`src/rtl/input_conditioner_pkg.sv`:
```
// ============================================================================
// input_conditioner_pkg : shared defaults and debouncer state encoding
// Rev 1.0 : initial release
// ============================================================================
`default_nettype none

package input_conditioner_pkg;

  localparam int unsigned C_DEBOUNCE_CYCLES_DEFAULT = 1000000;
  localparam int unsigned C_SYNC_STAGES_DEFAULT     = 2;

  typedef enum logic {
    STABLE_LO = 1'b0,
    STABLE_HI = 1'b1
  } db_state_e;

endpackage

`default_nettype wire

```
`src/rtl/input_conditioner_debounce_bit.sv`:
```
// ============================================================================
// debounce_bit : synchronizer chain + two-state debounce FSM for one input
// Rev 1.0 : initial release
// ============================================================================
`default_nettype none

module debounce_bit
  import input_conditioner_pkg::*;
#(
  parameter int unsigned DEBOUNCE_CYCLES = C_DEBOUNCE_CYCLES_DEFAULT,
  parameter int unsigned SYNC_STAGES     = C_SYNC_STAGES_DEFAULT
) (
  input  logic clk_i,
  input  logic rst_i,
  input  logic raw_i,
  output logic clean_d_o
);

  localparam int unsigned    CW        = $clog2(DEBOUNCE_CYCLES) + 1;
  localparam logic [CW-1:0] C_CNT_MAX = CW'(DEBOUNCE_CYCLES - 1);

  logic [SYNC_STAGES-1:0] sync_q, sync_d;
  db_state_e              state_q, state_d;
  logic [CW-1:0]          cnt_q, cnt_d;
  logic                   w_synced;
  logic                   w_clean;

  assign sync_d   = {sync_q[SYNC_STAGES-2:0], raw_i};
  assign w_synced = sync_q[SYNC_STAGES-1];
  assign w_clean  = (state_q == STABLE_HI);

  // Any agreeing cycle wipes the count, so only an unbroken run can flip state.
  always_comb begin
    state_d = state_q;
    cnt_d   = cnt_q;
    if (w_synced == w_clean) begin
      cnt_d = '0;
    end else if (cnt_q == C_CNT_MAX) begin
      state_d = (state_q == STABLE_HI) ? STABLE_LO : STABLE_HI;
      cnt_d   = '0;
    end else begin
      cnt_d = cnt_q + 1'b1;
    end
  end

  always_ff @(posedge clk_i or posedge rst_i) begin
    if (rst_i) begin
      sync_q  <= '0;
      state_q <= STABLE_LO;
      cnt_q   <= '0;
    end else begin
      sync_q  <= sync_d;
      state_q <= state_d;
      cnt_q   <= cnt_d;
    end
  end

  assign clean_d_o = (state_d == STABLE_HI);

endmodule

`default_nettype wire

```
`src/rtl/input_conditioner.sv`:
```
// ============================================================================
// input_conditioner : debounced switches and centre button with press/toggle
// Rev 1.0 : initial release
// ============================================================================
`default_nettype none

module input_conditioner
  import input_conditioner_pkg::*;
#(
  parameter int unsigned DEBOUNCE_CYCLES = C_DEBOUNCE_CYCLES_DEFAULT,
  parameter int unsigned SYNC_STAGES     = C_SYNC_STAGES_DEFAULT
) (
  input  logic       CLK100MHZ,
  input  logic       RST,
  input  logic [3:0] SW,
  input  logic       BTNC,
  output logic [3:0] sw_clean,
  output logic       btnc_level,
  output logic       btnc_press,
  output logic       btnc_toggle
);

  logic [4:0] w_raw;
  logic [4:0] level_d;
  logic [4:0] level_q;
  logic       press_d, press_q;
  logic       toggle_d, toggle_q;

  assign w_raw = {BTNC, SW};

  generate
    for (genvar i = 0; i < 5; i++) begin : g_db
      debounce_bit #(
        .DEBOUNCE_CYCLES (DEBOUNCE_CYCLES),
        .SYNC_STAGES     (SYNC_STAGES)
      ) u_db (
        .clk_i     (CLK100MHZ),
        .rst_i     (RST),
        .raw_i     (w_raw[i]),
        .clean_d_o (level_d[i])
      );
    end
  endgenerate

  // Edge taken from the next-level value so the pulse lines up with the level rise.
  assign press_d  = level_d[4] & ~level_q[4];
  assign toggle_d = toggle_q ^ press_q;

  always_ff @(posedge CLK100MHZ or posedge RST) begin
    if (RST) begin
      level_q  <= '0;
      press_q  <= 1'b0;
      toggle_q <= 1'b0;
    end else begin
      level_q  <= level_d;
      press_q  <= press_d;
      toggle_q <= toggle_d;
    end
  end

  assign sw_clean    = level_q[3:0];
  assign btnc_level  = level_q[4];
  assign btnc_press  = press_q;
  assign btnc_toggle = toggle_q;

endmodule

`default_nettype wire

```
`config.mk`:
```
export PLATFORM = sky130hd
export DESIGN_NAME = input_conditioner
export DESIGN_NICKNAME = d
export VERILOG_FILES = /design/src/rtl/input_conditioner_pkg.sv /design/src/rtl/input_conditioner_debounce_bit.sv /design/src/rtl/input_conditioner.sv
export SDC_FILE = /design/constraint.sdc
export NUM_CORES = 1
export LEC_CHECK = 0
export ABC_AREA = 1
export CAP_MARGIN = 20
export CORE_ASPECT_RATIO = 0.75
export CORE_UTILIZATION = 65
export DETAILED_ROUTE_END_ITERATION = 10
export PLACE_DENSITY = 0.83
export SLEW_MARGIN = 40
export SYNTH_ARGS = -nofsm -noshare
export SYNTH_HDL_FRONTEND = slang
export SYNTH_HIERARCHICAL = 1
export SYNTH_SLANG_ARGS = --single-unit
```
`constraint.sdc`:
```
create_clock -name CLK100MHZ -period 3.9 [get_ports CLK100MHZ]
set_clock_uncertainty 0.15 [all_clocks]
set_input_delay 0.975 -clock CLK100MHZ [delete_from_list [all_inputs] [get_ports CLK100MHZ]]
set_output_delay 0.975 -clock CLK100MHZ [all_outputs]
set_load 0.02 [all_outputs]
```
==> out/metrics.cfg <==
[synthesis]
synth-seq-cells=127
syn_area_per_cell_um2=8.009
syn-instance-count=870
seq_area_frac_synth=0.4561
syn_nets=882
synth_cell_type_count=21
ys_warn_count=6
netlist_area_um2=6968

[clocking]
clkTransAtPathRegs_ns=0.06
htreeDepth=4
root_buffer=clkbuf_16
clock_sinks=127
cts_setup_buffers=0
clk_latency_ns=0.41
clockBufferDepth=2
cts-buffers-inserted=17
cts_resized=0
cts_tree=yes
hold_buffers=0

[run]
maxCapViolCount=0

[global_routing]
grt_pass1_wl_um=26350
grt_max_degree=25
grt_pass1_vias=5671
antenna_found_initial=0
grt.total_usage=0.3029
grt_overflow=0

[worst_setup_path]
worst-path-buf-inv=1
required_ns=2.77
cp-start-kind=flip-flop
critPathMaxStageDelay_ns=0.62
cp_top_family=buffers and inverters
crit_arrival_ns=1.40
critical_path_class=reg -> out
worstSetupEndpointType=output pin
crit_chain=clkdlybuf4s50_1
slowest_stage=clkdlybuf4s50_1
critPathMaxFanout=3

[pwr]
vdd_drop_max_mv=0.3850
p_leak_nw=3.436
power_w=0.003293
power.density_nw_per_um2=413.8

[layout]
seqCellArea_um2=3178
antenna_cells=0
nNetsFinal=914
syn2layout_area_growth_pct=14.20
multi_input_area_um2=3362
final_layout_size_suffix_gt1_frac=0.1379
fillers=705

[timing]
relSlewSlack=0.5852
slew_violations=0
finalSetupViolCount=0
fmax_mhz=396.5
finalCritPeriodShare=0.6468
period_minus_slack_ns=2.522
fin_setup_tns_ns=0
rsz0062_at_grt=false
worstMarginPinSlew_ns=0.6191
hold_viol=0

[routing]
avgViaCountPerCell=5.513
post_drt_wl_per_cell_um=14.53
drc=0
drt_iter0_drc=618
wirelength_um=15260
ant_nets=0
vias=5789
firstDrtPassIters=6

[floorplan]
num_rows=32
core-area_um2=10370
die_h_um=91.67
io_pins=14
start_util=0.6719
dieArea_um2=11140
die_x_um=121.6

[worst_hold_path]
hold_path_class=reg -> reg

[place]
hpwl_um=10690
portBuffers=13
place.gp.congestion=0.9168

[outcome]
outcome=finished clean

==> cells by family (layout without fill, tap and decap cells) <==
logic type,Yosys count,in the layout,synth area share
adder cells (fa/ha/maj),5,5,0.008978
flip-flops,127,127,0.4561
buffers and inverters,114,158,0.06141
AO/OA/AOI/OAI,35,35,0.02783
AND/OR/NAND/NOR,539,539,0.3774
XOR/XNOR,50,50,0.06824
==> final timing paths <==
kind / startpoint / slack [ns] / depth (start not counted) / end
worst min-delay path: g_db[4].u_db/sync_q[0]$_DFF_PP0_ / 0.20 / 0 / g_db[4].u_db/sync_q[1]$_DFF_PP0_
min in group asynchronous: RST / 0.96 / 2 / level_q[2]$_DFF_PP0_
worst min register to register: g_db[4].u_db/sync_q[0]$_DFF_PP0_ / 0.20 / 0 / g_db[4].u_db/sync_q[1]$_DFF_PP0_
worst max register to register: g_db[0].u_db/state_q$_DFF_PP0_ / 2.05 / 4 / g_db[0].u_db/cnt_q[9]$_DFF_PP0_
max in group asynchronous: RST / 2.20 / 2 / g_db[4].u_db/cnt_q[7]$_DFF_PP0_
worst max-delay path: btnc_toggle$_DFF_PP0_ / 1.38 / 1 / btnc_toggle
==> layout make-up <==
cell class | count | share of cell area
Multi-Input combinational cell | 629 | 0.4225
Clock buffer | 17 | 0.05346
Sequential cell | 127 | 0.3994
Timing Repair Buffer | 13 | 0.01635
Inverter | 114 | 0.05377
Clock inverter | 14 | 0.03318
Tap cell | 136 | 0.02138
==> power breakdown <==
group          internal, W  switching (W)
Combinational    0.0000237      0.0000657
Sequential         0.00134      0.0000159
Clock              0.00126       0.000589
==> cell usage in the layout, fill, tap and decap left out <==
master / instances
nor2_1: 181
nand2_1: 153
dfrtp_1: 127
inv_1: 109
nand3_1: 90
nand2_2: 30
nor2_4: 30
xor2_1: 30
a21oi_1: 20
nor3_1: 20
clkbuf_16: 17
xnor2_1: 15
clkdlybuf4s50_1: 13
nor2_2: 10
nand4_1: 10
bufinv_16: 7
nand3_2: 5
xnor2_2: 5
nand3_4: 5
o21ai_1: 5
o21ai_0: 5
nor3b_1: 5
o21ai_2: 5
inv_2: 5
ha_1: 5
clkinv_4: 4
clkinv_2: 2
inv_6: 1
==> state kept, by name, indices dropped and copies added (netlist names) <==
register,count
g_db.u_db/sync_q,10
level_q,5
g_db.u_db/state_q,5
g_db.u_db/cnt_q,105
btnc_press,1
btnc_toggle,1
==> cell usage after synthesis, drive strengths merged <==
cell | count | area [um^2]
nor2 | 221 | 1080
nand2 | 183 | 762.0
dfrtp | 127 | 3178
inv | 114 | 427.9
nand3 | 100 | 588.1
xor2 | 30 | 262.8
a21oi | 20 | 100.1
nor3 | 20 | 100.1
xnor2 | 20 | 212.7
o21ai | 15 | 93.83
nand4 | 10 | 62.56
ha | 5 | 62.56
nor3b | 5 | 37.54
==> metrics by stage <==
step | area [um^2] | worst slack [ns] | utilization | cells | hold slack [ns]
2_1_floorplan | 6968 | 2.311 | - | 870 | 0.1812
3_3_place_gp | 7268 | 1.438 | 0.7009 | 1019 | 0.1827
3_5_place_dp | 7268 | 1.756 | 0.7009 | 1019 | 0.1847
4_1_cts | 7958 | 1.356 | 0.7674 | 1050 | 0.1965
5_1_grt | 7958 | 1.324 | 0.7674 | 1050 | 0.2054
6_report | 7958 | 1.378 | 0.7674 | 1050 | 0.1957
==> layer usage <==
layer  vias to the layer above  track usage  share of wire
met5                         -            0              0
met4                         0       0.1101          0.013
met3                        26      0.07027          0.063
met2                       201       0.4721           0.47
met1                      2773       0.4143           0.45
li1                       2789            -              -
Note: power is estimated with default switching activity, not from simulation.
